[config.mk]
export PLATFORM = sky130hd
export DESIGN_NAME = fb_mode_sequencer_flat
export DESIGN_NICKNAME = d
export VERILOG_FILES = /design/src/rtl/fb_mode_sequencer_if.sv /design/src/rtl/fb_mode_sequencer.sv /design/src/flat_wrapper.sv
export SDC_FILE = /design/constraint.sdc
export NUM_CORES = 1
export LEC_CHECK = 0
export ABC_AREA = 1
export CORE_UTILIZATION = 36
export DETAILED_ROUTE_END_ITERATION = 12
export GPL_TIMING_DRIVEN = 0
export HOLD_SLACK_MARGIN = 0.1
export MAX_ROUTING_LAYER = met4
export PLACE_DENSITY = 0.67
export SYNTH_ARGS = -nofsm -noshare
export SYNTH_HDL_FRONTEND = slang
export SYNTH_SLANG_ARGS = --single-unit
[constraint.sdc]
create_clock -name clk_50MHz -period 3.95 [get_ports clk_50MHz]
set_clock_uncertainty 0.1 [all_clocks]
set_input_delay 0.9875 -clock clk_50MHz [delete_from_list [all_inputs] [get_ports clk_50MHz]]
set_output_delay 0.9875 -clock clk_50MHz [all_outputs]
set_load 0.01 [all_outputs]
[src/rtl/fb_mode_sequencer_if.sv]
`default_nettype none
// ============================================================================
// Module      : fb_mode_sequencer_if
// Description : Bus bundle between the mode sequencer, switches, copier and
//               the framebuffer write port.
// Revision    : 1.0 - initial release
// ============================================================================
interface fb_mode_sequencer_if #(
    parameter int ADDR_W = 19,
    parameter int DATA_W = 8,
    parameter int SW_W   = 4
);
    logic [SW_W-1:0]   sw;
    logic [SW_W-1:0]   mode;
    logic              cop_start;
    logic              cop_done;
    logic [ADDR_W-1:0] cop_wraddr;
    logic [DATA_W-1:0] cop_data;
    logic              cop_wren;
    logic [ADDR_W-1:0] ram_wraddr;
    logic [DATA_W-1:0] ram_data;
    logic              ram_wren;
    logic              display_en;
    logic              busy;

    // Sequencer side.
    modport master (
        input  sw, cop_done, cop_wraddr, cop_data, cop_wren,
        output mode, cop_start, ram_wraddr, ram_data, ram_wren, display_en, busy
    );

    // Environment side: switches, copier, RAM and display gate.
    modport slave (
        output sw, cop_done, cop_wraddr, cop_data, cop_wren,
        input  mode, cop_start, ram_wraddr, ram_data, ram_wren, display_en, busy
    );
endinterface
`default_nettype wire

[src/rtl/fb_mode_sequencer.sv]
`default_nettype none
// ============================================================================
// Module      : fb_mode_sequencer
// Description : Debounces the mode switches and sequences clear -> copier
//               restart -> display for each committed mode. Optional macro
//               FB_CLEAR_EN enables the internal framebuffer clear engine.
// Revision    : 1.0 - initial release
// ============================================================================
module fb_mode_sequencer #(
    parameter int ADDR_W        = 19,
    parameter int DATA_W        = 8,
    parameter int SW_W          = 4,
    parameter int CLEAR_DEPTH   = 307200,
    parameter int STABLE_CYCLES = 1000000,
    parameter int START_LEN     = 2
) (
    input  wire                 clk_50MHz,
    input  wire                 vga_reset,
    fb_mode_sequencer_if.master bus
);

    localparam int CNT_W = $clog2(STABLE_CYCLES + 1);
    localparam int SL_W  = $clog2(START_LEN + 1);

    localparam logic [CNT_W-1:0]  c_stable_last = CNT_W'(STABLE_CYCLES - 1);
    localparam logic [SL_W-1:0]   c_start_last  = SL_W'(START_LEN - 1);
`ifdef FB_CLEAR_EN
    localparam logic [ADDR_W-1:0] c_clear_last  = ADDR_W'(CLEAR_DEPTH - 1);
`endif

`ifdef FB_CLEAR_EN
    typedef enum logic [2:0] {
        S_BOOT  = 3'd0,
        S_CLEAR = 3'd1,
        S_START = 3'd2,
        S_COPY  = 3'd3,
        S_RUN   = 3'd4
    } state_t;
`else
    typedef enum logic [2:0] {
        S_BOOT  = 3'd0,
        S_START = 3'd2,
        S_COPY  = 3'd3,
        S_RUN   = 3'd4
    } state_t;
`endif

    state_t            r_state;
    state_t            w_state_nxt;

    logic [SW_W-1:0]   r_sw_s1;
    logic [SW_W-1:0]   r_sw_s2;
    logic [SW_W-1:0]   r_cand;
    logic [CNT_W-1:0]  r_cnt;
    logic              r_done_d;
    logic              r_done_pend;
    logic [SL_W-1:0]   r_start_cnt;

    logic [SW_W-1:0]   r_mode;
    logic              r_cop_start;
    logic [ADDR_W-1:0] r_ram_wraddr;
    logic [DATA_W-1:0] r_ram_data;
    logic              r_ram_wren;
    logic              r_display_en;
    logic              r_busy;

    logic              w_stable;
    logic              w_req;
    logic              w_done_rise;

    logic [SW_W-1:0]   w_mode_nxt;
    logic              w_cop_start_nxt;
    logic [ADDR_W-1:0] w_ram_wraddr_nxt;
    logic [DATA_W-1:0] w_ram_data_nxt;
    logic              w_ram_wren_nxt;
    logic              w_display_en_nxt;
    logic              w_busy_nxt;
    logic [SL_W-1:0]   w_start_cnt_nxt;
    logic              w_done_pend_nxt;

    assign w_stable    = (r_cnt == c_stable_last);
    assign w_req       = w_stable && (r_cand != r_mode);
    assign w_done_rise = bus.cop_done && !r_done_d;

    // Switch synchroniser and debounce.
    always_ff @(posedge clk_50MHz or negedge vga_reset) begin
        if (!vga_reset) begin
            r_sw_s1  <= '0;
            r_sw_s2  <= '0;
            r_cand   <= '0;
            r_cnt    <= '0;
            r_done_d <= 1'b0;
        end else begin
            r_sw_s1  <= bus.sw;
            r_sw_s2  <= r_sw_s1;
            r_done_d <= bus.cop_done;
            if (r_sw_s2 != r_cand) begin
                r_cand <= r_sw_s2;
                r_cnt  <= '0;
            end else if (!w_stable) begin
                r_cnt  <= r_cnt + 1'b1;
            end
        end
    end

    // State and registered outputs: each output register loads the value
    // belonging to the state being entered, so outputs track r_state.
    always_ff @(posedge clk_50MHz or negedge vga_reset) begin
        if (!vga_reset) begin
            r_state      <= S_BOOT;
            r_mode       <= '0;
            r_cop_start  <= 1'b0;
            r_ram_wraddr <= '0;
            r_ram_data   <= '0;
            r_ram_wren   <= 1'b0;
            r_display_en <= 1'b0;
            r_busy       <= 1'b0;
            r_start_cnt  <= '0;
            r_done_pend  <= 1'b0;
        end else begin
            r_state      <= w_state_nxt;
            r_mode       <= w_mode_nxt;
            r_cop_start  <= w_cop_start_nxt;
            r_ram_wraddr <= w_ram_wraddr_nxt;
            r_ram_data   <= w_ram_data_nxt;
            r_ram_wren   <= w_ram_wren_nxt;
            r_display_en <= w_display_en_nxt;
            r_busy       <= w_busy_nxt;
            r_start_cnt  <= w_start_cnt_nxt;
            r_done_pend  <= w_done_pend_nxt;
        end
    end

    always_comb begin
        w_state_nxt      = r_state;
        w_mode_nxt       = r_mode;
        w_cop_start_nxt  = r_cop_start;
        w_ram_wraddr_nxt = r_ram_wraddr;
        w_ram_data_nxt   = r_ram_data;
        w_ram_wren_nxt   = r_ram_wren;
        w_display_en_nxt = r_display_en;
        w_busy_nxt       = r_busy;
        w_start_cnt_nxt  = r_start_cnt;
        w_done_pend_nxt  = r_done_pend;

        case (r_state)
            S_BOOT: begin
                w_busy_nxt = 1'b1;
`ifdef FB_CLEAR_EN
                w_state_nxt      = S_CLEAR;
                w_ram_wren_nxt   = 1'b1;
                w_ram_wraddr_nxt = '0;
                w_ram_data_nxt   = '0;
`else
                w_state_nxt      = S_START;
                w_cop_start_nxt  = 1'b1;
                w_start_cnt_nxt  = '0;
                w_done_pend_nxt  = 1'b0;
`endif
            end

`ifdef FB_CLEAR_EN
            S_CLEAR: begin
                if (r_ram_wraddr == c_clear_last) begin
                    w_state_nxt     = S_START;
                    w_ram_wren_nxt  = 1'b0;
                    w_cop_start_nxt = 1'b1;
                    w_start_cnt_nxt = '0;
                    w_done_pend_nxt = 1'b0;
                end else begin
                    w_ram_wraddr_nxt = r_ram_wraddr + 1'b1;
                end
            end
`endif

            S_START: begin
                // An edge seen while the pulse is still out is kept for S_COPY.
                if (w_done_rise) begin
                    w_done_pend_nxt = 1'b1;
                end
                if (r_start_cnt == c_start_last) begin
                    w_state_nxt     = S_COPY;
                    w_cop_start_nxt = 1'b0;
                end else begin
                    w_start_cnt_nxt = r_start_cnt + 1'b1;
                end
            end

            S_COPY: begin
                w_ram_wraddr_nxt = bus.cop_wraddr;
                w_ram_data_nxt   = bus.cop_data;
                w_ram_wren_nxt   = bus.cop_wren;
                if (w_done_rise || r_done_pend) begin
                    w_state_nxt      = S_RUN;
                    w_ram_wren_nxt   = 1'b0;
                    w_display_en_nxt = 1'b1;
                    w_busy_nxt       = 1'b0;
                    w_done_pend_nxt  = 1'b0;
                end
            end

            S_RUN: begin
                w_ram_wren_nxt = 1'b0;
                if (w_req) begin
                    w_mode_nxt       = r_cand;
                    w_display_en_nxt = 1'b0;
                    w_busy_nxt       = 1'b1;
`ifdef FB_CLEAR_EN
                    w_state_nxt      = S_CLEAR;
                    w_ram_wren_nxt   = 1'b1;
                    w_ram_wraddr_nxt = '0;
                    w_ram_data_nxt   = '0;
`else
                    w_state_nxt      = S_START;
                    w_cop_start_nxt  = 1'b1;
                    w_start_cnt_nxt  = '0;
                    w_done_pend_nxt  = 1'b0;
`endif
                end
            end

            default: begin
                w_state_nxt = S_BOOT;
            end
        endcase
    end

    assign bus.mode       = r_mode;
    assign bus.cop_start  = r_cop_start;
    assign bus.ram_wraddr = r_ram_wraddr;
    assign bus.ram_data   = r_ram_data;
    assign bus.ram_wren   = r_ram_wren;
    assign bus.display_en = r_display_en;
    assign bus.busy       = r_busy;

endmodule
`default_nettype wire

[src/flat_wrapper.sv]
// flat-port wrapper written by rule: the top's interface ports become plain ports
module fb_mode_sequencer_flat 
#(
    parameter int ADDR_W        = 19,
    parameter int DATA_W        = 8,
    parameter int SW_W          = 4,
    parameter int CLEAR_DEPTH   = 307200,
    parameter int STABLE_CYCLES = 1000000,
    parameter int START_LEN     = 2
)
  (clk_50MHz, vga_reset, bus_sw, bus_cop_done, bus_cop_wraddr, bus_cop_data, bus_cop_wren, bus_mode, bus_cop_start, bus_ram_wraddr, bus_ram_data, bus_ram_wren, bus_display_en, bus_busy);
  fb_mode_sequencer_if #(.ADDR_W(ADDR_W), .DATA_W(DATA_W), .SW_W(SW_W)) bus_i ();
  input  wire clk_50MHz;
  input  wire vga_reset;
  input wire logic [$bits(bus_i.sw)-1:0] bus_sw;
  input wire logic [$bits(bus_i.cop_done)-1:0] bus_cop_done;
  input wire logic [$bits(bus_i.cop_wraddr)-1:0] bus_cop_wraddr;
  input wire logic [$bits(bus_i.cop_data)-1:0] bus_cop_data;
  input wire logic [$bits(bus_i.cop_wren)-1:0] bus_cop_wren;
  output wire logic [$bits(bus_i.mode)-1:0] bus_mode;
  output wire logic [$bits(bus_i.cop_start)-1:0] bus_cop_start;
  output wire logic [$bits(bus_i.ram_wraddr)-1:0] bus_ram_wraddr;
  output wire logic [$bits(bus_i.ram_data)-1:0] bus_ram_data;
  output wire logic [$bits(bus_i.ram_wren)-1:0] bus_ram_wren;
  output wire logic [$bits(bus_i.display_en)-1:0] bus_display_en;
  output wire logic [$bits(bus_i.busy)-1:0] bus_busy;
  assign bus_i.sw = bus_sw;
  assign bus_i.cop_done = bus_cop_done;
  assign bus_i.cop_wraddr = bus_cop_wraddr;
  assign bus_i.cop_data = bus_cop_data;
  assign bus_i.cop_wren = bus_cop_wren;
  assign bus_mode = bus_i.mode;
  assign bus_cop_start = bus_i.cop_start;
  assign bus_ram_wraddr = bus_i.ram_wraddr;
  assign bus_ram_data = bus_i.ram_data;
  assign bus_ram_wren = bus_i.ram_wren;
  assign bus_display_en = bus_i.display_en;
  assign bus_busy = bus_i.busy;
  fb_mode_sequencer #(.ADDR_W(ADDR_W), .DATA_W(DATA_W), .SW_W(SW_W), .CLEAR_DEPTH(CLEAR_DEPTH), .STABLE_CYCLES(STABLE_CYCLES), .START_LEN(START_LEN)) u_core (.clk_50MHz(clk_50MHz), .vga_reset(vga_reset), .bus(bus_i));
endmodule
# == After elaboration in Yosys (flattened, before gate mapping) ==
# Index checks and enable logic that the tools add are counted.
# W data, S select, Z words.
# word_totals
regBits,74
input_bits,35
out_inout_bits,35
word_cells,67
# op_classes
addsub,2
n_eq_ne,13
muxes,21
reduce_logical,16
# ops
op,n
$mux W20,2
$add A20 B1 Y20 const B,1
$eq A20 B20 Y1 const B,1
$reduce_and A3 Y1,5
$pmux W3 S4,1
$mux W3,3
$ne A2 B1 Y1 const B,4
$ne A4 B4 Y1,2
$mux W1,7
$eq A3 B2 Y1 const B,2
$pmux W1 S3,2
$pmux W2 S3,1
$reduce_bool A3 Y1,2
$mux W2,2
$ne A2 B2 Y1 const B,2
$pmux W1 S2,2
$pmux W1 S4,1
$reduce_and A4 Y1,1
$reduce_bool A4 Y1,1
$eq A3 B3 Y1 const B,1
$logic_not A3 Y1,1
$add A2 B1 Y2 const B,1
$eq A2 B1 Y1 const B,1
$logic_and A1 B1 Y1,2
other kinds (4),4

# == Longest topological paths before layout ==
# Gate-level depths: netlist of the first run.
# depth
ltp_word,5
ltp_mapped,11
mapped_depth_nobuf,11

# == Worst setup path after synthesis of the first run ==
# No wires, ideal clock.
# synth_timing
path_kind,input to register
startpoint,in bus_cop_done
endpoint,"reg u_core.r_busy, in the netlist u_core.bus.busy"
setup_ps,113
arrival_time_ps,1425
t_required_ps,3737
path_slack_ps,2312
path_stages,5
n_path_buf,0
cell_sequence,nand2_1 > nand3b_1 > nand3_2 > nand2_1 > inv_1
# synth_between
elab_chain_len,4
# synth_lines
element,line,text
from (decl),flat_wrapper.sv:16,input wire logic [$bits(bus_i.cop_done)-1:0] bus_cop_done;
$logic_and A1 B1 Y1,fb_mode_sequencer.sv:83,assign w_done_rise = bus.cop_done && !r_done_d;
$logic_or A1 B1 Y1,fb_mode_sequencer.sv:193,if (w_done_rise || r_done_pend) begin
$ne A2 B1 Y1 (no source line),n/a,
$reduce_and A3 Y1 (no source line),n/a,
to (signal assigned),fb_mode_sequencer.sv:128,r_busy <= w_busy_nxt;
to (decl),fb_mode_sequencer.sv:65,logic r_busy;
# Every way passes these cells.
# A chain may end at the register's enable or synchronous reset.

# == Worst setup path after layout of the first run ==
# layout_timing
startpoint,"reg u_core.r_mode[3], in the netlist u_core.bus.mode[3]"
endpoint,out bus_mode[3]
# layout_rtl
element,line,text
from (decl),fb_mode_sequencer.sv:59,logic [SW_W-1:0] r_mode;
from (signal assigned),fb_mode_sequencer.sv:122,r_mode <= w_mode_nxt;
to (decl),flat_wrapper.sv:20,output wire logic [$bits(bus_i.mode)-1:0] bus_mode;
# No word-level cell between the ends.

==> results.toml, run 1 <==
[synth]
yosysSeqAreaShare_pct = 56.15
yosys-top-cells-count = "139 x nand2_1, 74 x dfrtp_1, 24 x inv_1"
ys_ff_latch = 74
synth-main-ff-cell = "dfrtp_1"
avgSynthCellArea_um2 = 9.011
synth_top_area_share_pct = 56.15
ys_types = 40
ys_warn_count = 0
synth-async-reset-ratio_pct = 100.0
synth_top_cell_by_area = "dfrtp_1"
synthCells = 366
synth_most_common_cell = "nand2_1"
synth_area_leaders = "dfrtp_1 56%, nand2_1 16%, inv_1 2.7%"
synth_area_um2 = 3298
synth_nets = 403
synth_enable_flop_cells = 0

[placed_design]
numPortBuffers = 69
dp_hpwl_um = 4758
dp_cells = 544
routabilityCongestion = 0.8429
dp_slack_ns = 1.706

[route]
wl_um = 6576
drtAntennaViolNets = 0
drt_iter0_markers = 61
first_pass_iters = 4
drc = 0
vias_per_cell = 4.564
wire_per_inst_um = 11.74
vias = 2556

[setup_path]
endpoint_kind = "output port"
worstSetupPathType = "flip-flop to output port"
worstPathRequired_ns = 2.86
cp_slowest_cell = "clkdlybuf4s50_1"
start_kind = "flip-flop"
crit_buf_inv = 1
crit_arrival_ns = 1.30
cp_max_fo = 4
slowest_delay_ns = 0.55
cp_top_family = "buffers and inverters"
crit_chain = "clkdlybuf4s50_1"

[global_routing]
grt_max_degree = 65
antenna_found_initial = 0
grt_pass1_wl_um = 11570
first_global_vias = 2616
track_usage_pct = 15.48
gr-total-overflow = 0

[floorplanning]
io_pins = 70
initial_core_util_pct = 37.45
die_y_um = 97.72
die_x_um = 97.72
fp-row-count = 34
die-area_um2 = 9548
core_um2 = 8806

[pwr]
ir_drop_uv = 334.9
power_density_nw_per_um2 = 588.1
power_mw = 2.562
power.leakage_nw = 2.044

[sta]
setup_viol = 0
worstMarginPinSlew_ns = 0.4379
finalHoldViolCount = 0
min_period_over_period_pct = 60.46
whs_ns = 0.2437
period_needed_ns = 2.388
slew_headroom_pct = 70.80
final.setup.tns_ns = 0
maxSlewViolCount = 0
rsz0062_at_grt = "no"
layout_setup_ws_ns = 1.562
max_freq_mhz = 418.7

[clock_tree]
clk_latency_ns = 0.35
cts_buffers = 9
cts.clk_slew.worst_paths_ns = 0.09
cts-root-buf = "clkbuf_8"
cts_max_level = 3
cts_sinks = 74
clockBufferDepth = 2
cts_setup_buffers = 0
cts_resized = 0
cts_hold_buf = 0
cts_tree = "built"

[layout]
num-nets-final = 484
antenna_cells = 0
drive_above_1_share_pct = 12.83
area_growth_syn_to_layout_pct = 32.09
final_cells = 560

[run_status]
status = "completed"

[hold_path]
worst_hold_path_type = "flip-flop to flip-flop"

[job]
drv_cap = 0
layout by cell type, fill, tap and decap left out, types with 2 or more instances in the layout:
cell,n
inv_1,24
nor2_2,5
nor2_1,18
nor2_8,2
dfrtp_1,74
buf_6,2
or2_2,2
nor4_1,2
nand3_2,3
o21ai_1,4
o21ai_2,2
nand4_1,2
clkinv_1,2
inv_6,3
o21ai_0,11
ha_1,2
nor3_2,2
xor2_1,9
nand2_2,5
nand3_1,6
inv_2,6
nand2_1,139
clkbuf_8,9
buf_2,4
clkbuf_1,5
nand2_4,2
nand3_4,2
clkdlybuf4s50_1,68
nor3_1,5
a21oi_1,13
logic make-up (layout without fill, tap and decap cells):
group	Yosys count	after routing	share of synthesized area, %
XOR/XNOR	10	10	2.656
buffers and inverters	43	129	5.501
adder cells (fa/ha/maj)	2	2	0.7586
AO/OA/AOI/OAI	37	37	6.336
flip-flops	74	74	56.15
AND/OR/NAND/NOR	200	200	28.60
stage by stage:
stage	utilization [%]	cell area (um2)
after floorplan	-	3298
after global placement	46.83	4124
after detailed placement	47.12	4149
after CTS	49.47	4357
after global routing	49.47	4357
final	49.47	4357
state kept, by name, summed over array words and instances (netlist names):
signal and cells:
u_core.bus.ram_wraddr 19, u_core.r_start_cnt 2, u_core.bus.cop_start 1, u_core.r_cnt 20, u_core.bus.ram_data 8, u_core.r_sw_s2 4
u_core.bus.busy 1, u_core.r_done_pend 1, u_core.bus.display_en 1, u_core.r_state 3, u_core.bus.mode 4, u_core.r_cand 4
u_core.r_sw_s1 4, u_core.bus.ram_wren 1, u_core.r_done_d 1
final timing paths:
kind	to	depth (start not counted)	slack, ns	start
min in group asynchronous	u_core.r_cnt[6]	1	0.37	vga_reset
worst min-delay path	u_core.r_sw_s2[2]	0	0.24	u_core.r_sw_s1[2]
worst max register to register	u_core.r_done_pend	10	2.20	u_core.r_cnt[0]
worst max-delay path	bus_mode[3]	1	1.56	u_core.bus.mode[3]
worst min register to register	u_core.r_sw_s2[2]	0	0.24	u_core.r_sw_s1[2]
max in group asynchronous	u_core.bus.ram_data[2]	2	2.82	vga_reset
final cells by class:
type                    count  area [um2]
clock buffers               9       123.9
repair buffers             70       715.7
clock inverters             7       83.83
well taps                 108       135.1
plain buffers              11       61.31
multi-input cells         249        1265
flip-flops and latches     74        1852
fillers                   828        4449
inverters                  32       120.1
layer usage:
| layer | vias up | global-route usage [%] | wire (um) |
|---|---|---|---|
| li1 | 1307 | - | - |
| met1 | 1163 | 18.02 | 2913 |
| met2 | 78 | 24.71 | 3018 |
| met3 | 8 | 6.331 | 575 |
| met4 | 0 | 4.196 | 68 |
| met5 | - | - | 0 |
power breakdown:
group	switching [mW]	internal (mW)	leakage, nW
sequential	0.107	0.947	0.938
combinational	0.437	0.455	1.00
clock	0.312	0.304	0.103
total	0.856	1.71	2.04
No activity file was read; power rests on OpenSTA's default activity.
==> run 2, diff against run 1 <==
==> constraint.sdc (replaced) <==
create_clock -name clk_50MHz -period 2.2 [get_ports clk_50MHz]
set_clock_uncertainty 0.1 [all_clocks]
set_input_delay 0.55 -clock clk_50MHz [delete_from_list [all_inputs] [get_ports clk_50MHz]]
set_output_delay 0.55 -clock clk_50MHz [all_outputs]
set_load 0.01 [all_outputs]
==> run 2 against run 1 <==
  * Total power is 80% higher
  * Register-to-register slack worse by 1.8 ns
  * Via count stayed put
  * Wire length hardly changed
  * Largest power group unchanged
  * Core utilization is 0.11 points higher
  * Hold slack stayed put
  * Largest cell class unchanged
  * Combinational power is 79% higher
  * Setup slack worse by 1.3 ns
  * Die area stayed put
  * Non-clock buffer count is 1 higher
  * Count of clock-buffer cells in the layout stayed put
==> results.toml, run 2 (synthesis results as in run 1) <==
[global_routing]
antenna_found_initial = 0
grt_max_degree = 65
track_usage_pct = 15.48
first_global_vias = 2616
gr-total-overflow = 0
grt_pass1_wl_um = 11570

[route]
vias_per_cell = 4.556
drc = 0
drt_iter0_markers = 64
drtAntennaViolNets = 0
wire_per_inst_um = 11.72
vias = 2556
first_pass_iters = 4
wl_um = 6577

[sta]
max_freq_mhz = 512.6
period_needed_ns = 1.951
min_period_over_period_pct = 88.67
maxSlewViolCount = 0
rsz0062_at_grt = "no"
worstMarginPinSlew_ns = 0.4379
setup_viol = 0
slew_headroom_pct = 70.80
finalHoldViolCount = 0

[clock_tree]
cts_resized = 0
cts-root-buf = "clkbuf_8"
cts.clk_slew.worst_paths_ns = 0.09
clk_latency_ns = 0.35
cts_hold_buf = 1
cts_tree = "built"
cts_buffers = 9
cts_max_level = 3
cts_setup_buffers = 0
cts_sinks = 74
clockBufferDepth = 2

[job]
drv_cap = 0

[layout]
drive_above_1_share_pct = 12.80
area_growth_syn_to_layout_pct = 32.40
num-nets-final = 485
final_cell_mix = "139 x nand2_1, 74 x dfrtp_1, 68 x clkdlybuf4s50_1, 24 x inv_1, 18 x nor2_1"
regMostFlops = "u_core.r_cnt"
antenna_cells = 0
fillerInstances = 824
final_common_cell = "nand2_1"
largest_reg_flops = 20
final_cells = 561
fin_area_um2 = 4367

[setup_path]
crit_chain = "clkdlybuf4s50_1"
cp_slowest_cell = "clkdlybuf4s50_1"
cp-startpoint = "u_core.bus.mode[3]"
cp_max_fo = 4
crit_arrival_ns = 1.30
crit_buf_inv = 1
worstSetupPathType = "flip-flop to output port"
start_kind = "flip-flop"
endpoint_kind = "output port"
worstPathRequired_ns = 1.55
slowest_delay_ns = 0.55
cp_top_family = "buffers and inverters"
timing.rr.start = "u_core.r_cnt[0]"

[floorplanning]
die_x_um = 97.72
fp-row-count = 34
die-area_um2 = 9548
core_um2 = 8806
io_pins = 70
die_y_um = 97.72
initial_core_util_pct = 37.45

[pwr]
switching_power_mw = 1.537
power.leakage_nw = 2.048
sequentialPowerShare_pct = 41.1
power_density_nw_per_um2 = 1054
comb_power_share_pct = 34.9
power.internal_mw = 3.065
switching_share_pct = 33.40
clkPwrFrac_pct = 24.0
ir_drop_uv = 601.3

[run_status]
status = "completed"

[placed_design]
dp_hpwl_um = 4758
numPortBuffers = 69
dp_cells = 544
place_area_um2 = 4149
routabilityCongestion = 0.8429

[hold_path]
worst_hold_startpoint = "u_core.r_sw_s1[2]"
worst_hold_path_type = "flip-flop to flip-flop"
[run 2: per-stage QoR]
step | utilization [%] | setup slack [ns] | TNS (ns) | power [mW] | hold WS (ns)
after global routing | 49.59 | 0.1852 | 0 | 4.931 | 0.2390
after detailed placement | 47.12 | 0.3938 | 0 | 3.537 | 0.2356
after CTS | 49.59 | 0.2139 | 0 | 4.675 | 0.2433
after floorplan | - | 0.6048 | 0 | 2.710 | 0.1544
after global placement | 46.83 | -2.163 | -159.64 | 3.494 | 0.2320
final | 49.59 | 0.2492 | 0 | 4.602 | 0.2437
[run 2: routing by layer]
layer | up-vias | GRT usage, % | part of all wire [%]
met4 | 0 | 4.196 | 1.0
met2 | 78 | 24.71 | 46
met1 | 1161 | 18.02 | 44
li1 | 1309 | - | -
met3 | 8 | 6.331 | 8.7
met5 | - | - | 0
[run 2: path summary, 6_finish.rpt]
check,depth (start not counted),to,slack (ns)
worst max-delay path,1,bus_mode[3],0.25
worst min-delay path,0,u_core.r_sw_s2[2],0.24
worst max register to register,10,u_core.r_done_pend,0.45
worst min register to register,0,u_core.r_sw_s2[2],0.24
max in group asynchronous,3,u_core.bus.ram_data[2],0.96
min in group asynchronous,2,u_core.r_cnt[6],0.48
[run 2: layout make-up]
type                       instances  area [um2]  area share (%)
tap                              108       135.1           3.095
clock inverter                     7       83.83           1.920
sequential                        74        1852           42.41
inverter                          32       120.1           2.751
multi-input combinational        249        1265           28.97
timing repair buffer              71       725.7           16.62
clock buffer                       9       123.9           2.837
buffer                            11       61.31           1.404
[run 2: power by group through the flow]
| stage | registers, mW | clock network [mW] | logic, mW |
|---|---|---|---|
| floorplan | 2.02 | 0 | 0.686 |
| global placement | 1.90 | 0 | 1.59 |
| detailed placement | 1.91 | 0 | 1.63 |
| CTS | 1.90 | 1.14 | 1.63 |
| global route | 1.94 | 1.19 | 1.80 |
| finish | 1.89 | 1.11 | 1.60 |
==> run 3, diff against run 2 <==
--- a/config.mk
+++ b/config.mk
@@ -8,6 +8,7 @@
 export ABC_AREA = 1
 export CORE_UTILIZATION = 36
 export DETAILED_ROUTE_END_ITERATION = 12
+export GPL_ROUTABILITY_DRIVEN = 0
 export GPL_TIMING_DRIVEN = 0
 export HOLD_SLACK_MARGIN = 0.1
 export MAX_ROUTING_LAYER = met4
@@ -15,3 +16,4 @@
 export SYNTH_ARGS = -nofsm -noshare
 export SYNTH_HDL_FRONTEND = slang
 export SYNTH_SLANG_ARGS = --single-unit
+export TNS_END_PERCENT = 1
==> results of run 3 <==
Final layout, timing and power as in run 2 (identical DEF).
